===== src/rtl/mkr_pin_event_capture.sv =====
// MKR header input capture: synchronise 23 pins, timestamp level changes,
// and queue {pin, level, time} events in a first-word-fall-through FIFO.
module mkr_pin_event_capture #(
    parameter int PIN_COUNT   = 23,
    parameter int TS_WIDTH    = 32,
    parameter int FIFO_DEPTH  = 8,
    parameter int SYNC_STAGES = 2
) (
    input  logic                 clock,
    input  logic                 reset,
    input  logic                 enable,
    input  logic [PIN_COUNT-1:0] pin_mask,
    input  logic                 bMKR_AREF,
    input  logic [6:0]           bMKR_A,
    input  logic [14:0]          bMKR_D,
    output logic                 evt_valid,
    input  logic                 evt_ready,
    output logic [4:0]           evt_pin,
    output logic                 evt_level,
    output logic [TS_WIDTH-1:0]  evt_time,
    output logic [3:0]           fifo_level,
    output logic [7:0]           overflow_count
);

    localparam int AW  = $clog2(FIFO_DEPTH);
    localparam int PCW = $clog2(SYNC_STAGES + 2);
    localparam int EW  = 5 + 1 + TS_WIDTH;

    logic [PIN_COUNT-1:0] pins;
    logic [PIN_COUNT-1:0] sync_q [SYNC_STAGES];
    logic [PIN_COUNT-1:0] sync_w;
    logic [PIN_COUNT-1:0] prev_q;
    logic [PIN_COUNT-1:0] pending_q, pending_d;
    logic [PIN_COUNT-1:0] lvl_q;
    logic [PIN_COUNT-1:0] edge_v, accept, drop, clr;
    logic [TS_WIDTH-1:0]  ts_q [PIN_COUNT];
    logic [TS_WIDTH-1:0]  cnt_q;
    logic [PCW-1:0]       prime_q;
    logic                 primed;
    logic [EW-1:0]        mem_q [FIFO_DEPTH];
    logic [EW-1:0]        head;
    logic [AW-1:0]        wr_q, rd_q;
    logic [3:0]           level_q, level_d;
    logic [7:0]           ovf_q, ovf_d;
    logic [7:0]           drop_n;
    logic [8:0]           ovf_sum;
    logic [4:0]           sel;
    logic                 push, pop;

    assign pins   = {bMKR_D, bMKR_A, bMKR_AREF};
    assign sync_w = sync_q[SYNC_STAGES-1];

    // Edge detection stays off until the synchroniser has flushed its reset zeros,
    // so a pin held high through reset never looks like a rising edge.
    assign primed = (prime_q == PCW'(SYNC_STAGES + 1));
    assign edge_v = (sync_w ^ prev_q) & pin_mask & {PIN_COUNT{enable & primed}};

    assign evt_valid = (level_q != 4'd0);
    assign pop       = evt_valid & evt_ready;
    assign push      = (|pending_q) && (level_q < 4'(FIFO_DEPTH));

    always_comb begin
        sel = '0;
        for (int i = PIN_COUNT - 1; i >= 0; i--) begin
            if (pending_q[i]) sel = 5'(i);
        end
    end

    always_comb begin
        clr = '0;
        if (push) clr[sel] = 1'b1;
    end

    // A pin whose pending bit is being dispatched this cycle may take a fresh edge.
    assign accept    = edge_v & (~pending_q | clr);
    assign drop      = edge_v & pending_q & ~clr;
    assign pending_d = (pending_q & ~clr) | accept;

    always_comb begin
        drop_n = '0;
        for (int i = 0; i < PIN_COUNT; i++) begin
            drop_n = drop_n + 8'(drop[i]);
        end
    end

    assign ovf_sum = {1'b0, ovf_q} + {1'b0, drop_n};
    assign ovf_d   = ovf_sum[8] ? 8'hFF : ovf_sum[7:0];
    assign level_d = level_q + {3'b000, push} - {3'b000, pop};

    always_ff @(posedge clock or posedge reset) begin
        if (reset) begin
            for (int s = 0; s < SYNC_STAGES; s++) sync_q[s] <= '0;
            for (int i = 0; i < PIN_COUNT; i++) ts_q[i] <= '0;
            prev_q    <= '0;
            pending_q <= '0;
            lvl_q     <= '0;
            cnt_q     <= '0;
            prime_q   <= '0;
            wr_q      <= '0;
            rd_q      <= '0;
            level_q   <= '0;
            ovf_q     <= '0;
        end else begin
            sync_q[0] <= pins;
            for (int s = 1; s < SYNC_STAGES; s++) sync_q[s] <= sync_q[s-1];
            prev_q    <= sync_w;
            cnt_q     <= cnt_q + TS_WIDTH'(1);
            if (!primed) prime_q <= prime_q + PCW'(1);
            pending_q <= pending_d;
            for (int i = 0; i < PIN_COUNT; i++) begin
                if (accept[i]) begin
                    ts_q[i]  <= cnt_q;
                    lvl_q[i] <= sync_w[i];
                end
            end
            if (push) wr_q <= wr_q + AW'(1);
            if (pop)  rd_q <= rd_q + AW'(1);
            level_q <= level_d;
            ovf_q   <= ovf_d;
        end
    end

    always_ff @(posedge clock) begin
        if (push) mem_q[wr_q] <= {sel, lvl_q[sel], ts_q[sel]};
    end

    assign head           = mem_q[rd_q];
    assign evt_pin        = evt_valid ? head[EW-1 -: 5] : 5'd0;
    assign evt_level      = evt_valid & head[TS_WIDTH];
    assign evt_time       = evt_valid ? head[TS_WIDTH-1:0] : '0;
    assign fifo_level     = level_q;
    assign overflow_count = ovf_q;

endmodule


===== config.mk =====
export PLATFORM = sky130hd
export DESIGN_NAME = mkr_pin_event_capture
export DESIGN_NICKNAME = d
export VERILOG_FILES = /design/src/rtl/mkr_pin_event_capture.sv
export SDC_FILE = /design/constraint.sdc
export NUM_CORES = 2
export LEC_CHECK = 0
export ABC_AREA = 1
export CAP_MARGIN = 10
export CORE_ASPECT_RATIO = 0.75
export CORE_UTILIZATION = 50
export DETAILED_ROUTE_END_ITERATION = 16
export GPL_ROUTABILITY_DRIVEN = 1
export PLACE_DENSITY = 0.73
export SETUP_SLACK_MARGIN = 0.1
export SYNTH_ARGS = -nofsm -noshare
export SYNTH_HDL_FRONTEND = slang
export SYNTH_SLANG_ARGS = --single-unit

===== constraint.sdc =====
create_clock -name clock -period 46.4 [get_ports clock]
set_input_delay 13.92 -clock clock [delete_from_list [all_inputs] [get_ports clock]]
set_output_delay 13.92 -clock clock [all_outputs]
set_load 0.1 [all_outputs]

==> flow_summary.ini <==
[clock_network]
clockRootBuffer = clkbuf_16
cts_resized = 0
cts.sinks = 1207
clock_latency_ns = 0.74
ctsHoldBuffers = 0
cts_tree = built
post-cts-setup-buffer-count = 0
htreeDepth = 3
clk_pin_slew_ns = 0.06
cts-buffers-inserted = 116
cts_buffer_depth = 3

[timing]
final.setup.worst_slack_ns = 27.31
slew_viol_final = 0
max_freq_mhz = 52.4
period_share_pct = 41.2
maxSlewHeadroom_pct = 19.0
period_minus_slack_ns = 19.09
setup_viol = 0
whs_ns = 0.344
tightest_slew_ns = 1.22
tns_ns = 0
rsz0062_at_grt = no
clock_skew_ns = 0.0298
finalHoldViolations = 0

[place]
post-place-ws_ns = 26.58
routabilityCongestion = 0.839
port_buffers = 100
dp_hpwl_mm = 76.8

[final_layout]
area_growth_syn_to_layout_pct = 10.1
fillers = 9358
final_common_cell = nand2_1
nets = 5904
final_layout_size_suffix_gt1_share_pct = 6.71
final_cell_mix = nand2_1, dfrtp_1, nand3_1, o21ai_0, nor2_1
final_util_pct = 55.6

[global_routing]
grt_overflow = 0
grt_usage_pct = 28.4
first_global_vias = 40900
grt_max_degree = 179
grt_pass1_wl_mm = 242
antenna_found_initial = 0

[yosys]
synthFlopType = dfrtp_1
synth-seq-area-share_pct = 58.5
async_flop_share_pct = 74.8
synth_edf_count = 304
synth_nets = 6112
syn_area_per_cell_um2 = 9.01
ys_seq_elements = 1207
synthCells = 6022
yosysUniqueCellTypes = 38
synth_area_um2 = 54300
synth_warnings = 0

[floorplan]
die_h_um = 287
chipWidth_um = 382
rows = 104
die_area_um2 = 110000
io_pins = 101
start_util_pct = 50.5
coreArea_um2 = 107000

[status]
status = finished clean

[critical_path]
timing.rr.start = pending_q[20]
r2r_cells = 43
critPathKind = in -> reg
critPathSlowestCell = fa_1
crit_top_cell = fa_1
rr_endpoint = overflow_count[2]
crit_path_end_kind = flip-flop
worstPathArrival_ns = 19.69
start_kind = input pin
ff2ff_setup_slack_ns = 37.05
max_stage_delay_ns = 0.54
critical_path_peak_fanout = 31
cp.required_ns = 47.00
cp_cell_sequence = clkdlybuf4s50_1 > nand2_1 > inv_1 > buf_4 > nand3_1 > or2_2 > fa_1 > fa_1 > inv_1 > fa_1 > inv_1 > fa_1 > inv_1 > fa_1 > ha_1 > fa_1 > nand2_1 > inv_1 > o21ai_0 > nand2_1 > a21oi_1 > o21ai_0 > nand3_1 > o21ai_0

[detailed_routing]
num_vias = 43300
dr.pass1.iters = 8
finalWirelength_mm = 155
wire_per_inst_um = 21.1
drtIter0Drc = 5569
viasPerCell = 5.90
drtAntennaViolNets = 0
drc = 0

[flow_run]
drv_cap = 0

[hold_path]
hold_path_depth = 0
hp-class = reg -> reg
holdPathEnd = sync_w[10]
worstHoldStart = sync_q[33]

[pwr]
pwr-share-seq_pct = 33.5
p_sw_mw = 1.65
p_clk_share_pct = 26.1
p_sw_share_pct = 43.7
power_density_nw_per_um2 = 63.4
p_leak_nw = 25.1
ir_drop_mv = 0.0700
p_comb_share_pct = 40.4
p_int_mw = 2.13
==> sequential cells by signal, summed over array words and instances (netlist names) <==
register / cells
cnt_q: 32
wr_q: 3
rd_q: 3
prev_q: 23
mem_q: 304
fifo_level: 4
ts_q: 736
overflow_count: 8
lvl_q: 23
sync_q: 23
prime_q: 2
sync_w: 23
pending_q: 23
==> kinds of logic after synthesis <==
group / Yosys count / synth area share (%)
buffers and inverters: 888 / 6.53
multiplexers: 4 / 0.0830
AND/OR/NAND/NOR: 2778 / 22.9
flip-flops: 1207 / 58.5
AO/OA/AOI/OAI: 1045 / 9.91
adder cells (fa/ha/maj): 40 / 1.18
XOR/XNOR: 60 / 0.968
==> worst max-delay path, delay by kind of cell <==
kind	cells	cell delay [ns]
and+or+nand+nor	6	1.00
AOI/OAI and AO/OA	4	0.54
buffers and inverters	7	1.07
adders and majority gates	7	3.15
==> per-stage QoR <==
stage	power [mW]	area [µm²]	instances
global route	3.95	59700	7346
finish	3.79	59700	7347
CTS	3.78	59700	7346
floorplan	2.35	54300	6022
detailed placement	2.80	55800	7127
global placement	2.78	55800	7127
==> cells in the mapped netlist, drive strengths merged (38+ instances only) <==
cell type  count  share of area, %
nand2       1243               8.7
o21ai        955               8.9
dfrtp        903                42
nand3        587               5.5
nor2         538               3.8
inv          391               2.7
edfxtp       304                17
clkbuf       295               2.0
nand4        278               3.2
buf          196               1.7
nand3b        66              0.91
xor2          55              0.89
or2           47              0.54
a31oi         38              0.44
o22ai         38              0.44
==> power groups by stage <==
| stage | combinational [mW] | clock, mW | sequential (mW) |
|---|---|---|---|
| 6_report | 1.53 | 0.987 | 1.27 |
| 2_1_floorplan | 1.04 | 0 | 1.31 |
| 3_3_place_gp | 1.49 | 0 | 1.29 |
| 5_1_grt | 1.63 | 1.04 | 1.28 |
| 3_5_place_dp | 1.51 | 0 | 1.29 |
| 4_1_cts | 1.51 | 0.995 | 1.27 |
==> layer usage <==
metal | GRT usage (%) | wire length (µm) | vias up
met5 | 0 | 0 | -
met1 | 40.2 | 64200 | 21000
met3 | 5.20 | 15300 | 368
li1 | - | - | 19700
met2 | 43.1 | 69800 | 2219
met4 | 11.6 | 5910 | 0
==> final cells by class <==
class                      count  area [µm²]  share of cell area [%]
timing repair buffer         169        1560                    2.61
tap                         1431        1790                    3.00
antenna                        1        2.50                 0.00419
multi-input combinational   3927       19200                    32.1
inverter                     393        1500                    2.52
clock buffer                 165        3340                    5.60
sequential                  1207       31700                    53.1
clock inverter                54         622                    1.04
==> worst max-delay path by stage <==
stage / startpoint / endpoint / slack [ns] / depth (start not counted)
final: enable / overflow_count[2] / 27.31 / 24
after global routing: enable / overflow_count[5] / 27.03 / 24
after CTS: enable / overflow_count[2] / 27.36 / 24
after detailed placement: enable / overflow_count[2] / 26.58 / 24
after global placement: enable / overflow_count[5] / 26.67 / 24
after floorplan: reset / cnt_q[0] / 7.09 / 1
(Power assumes the default switching activity.)
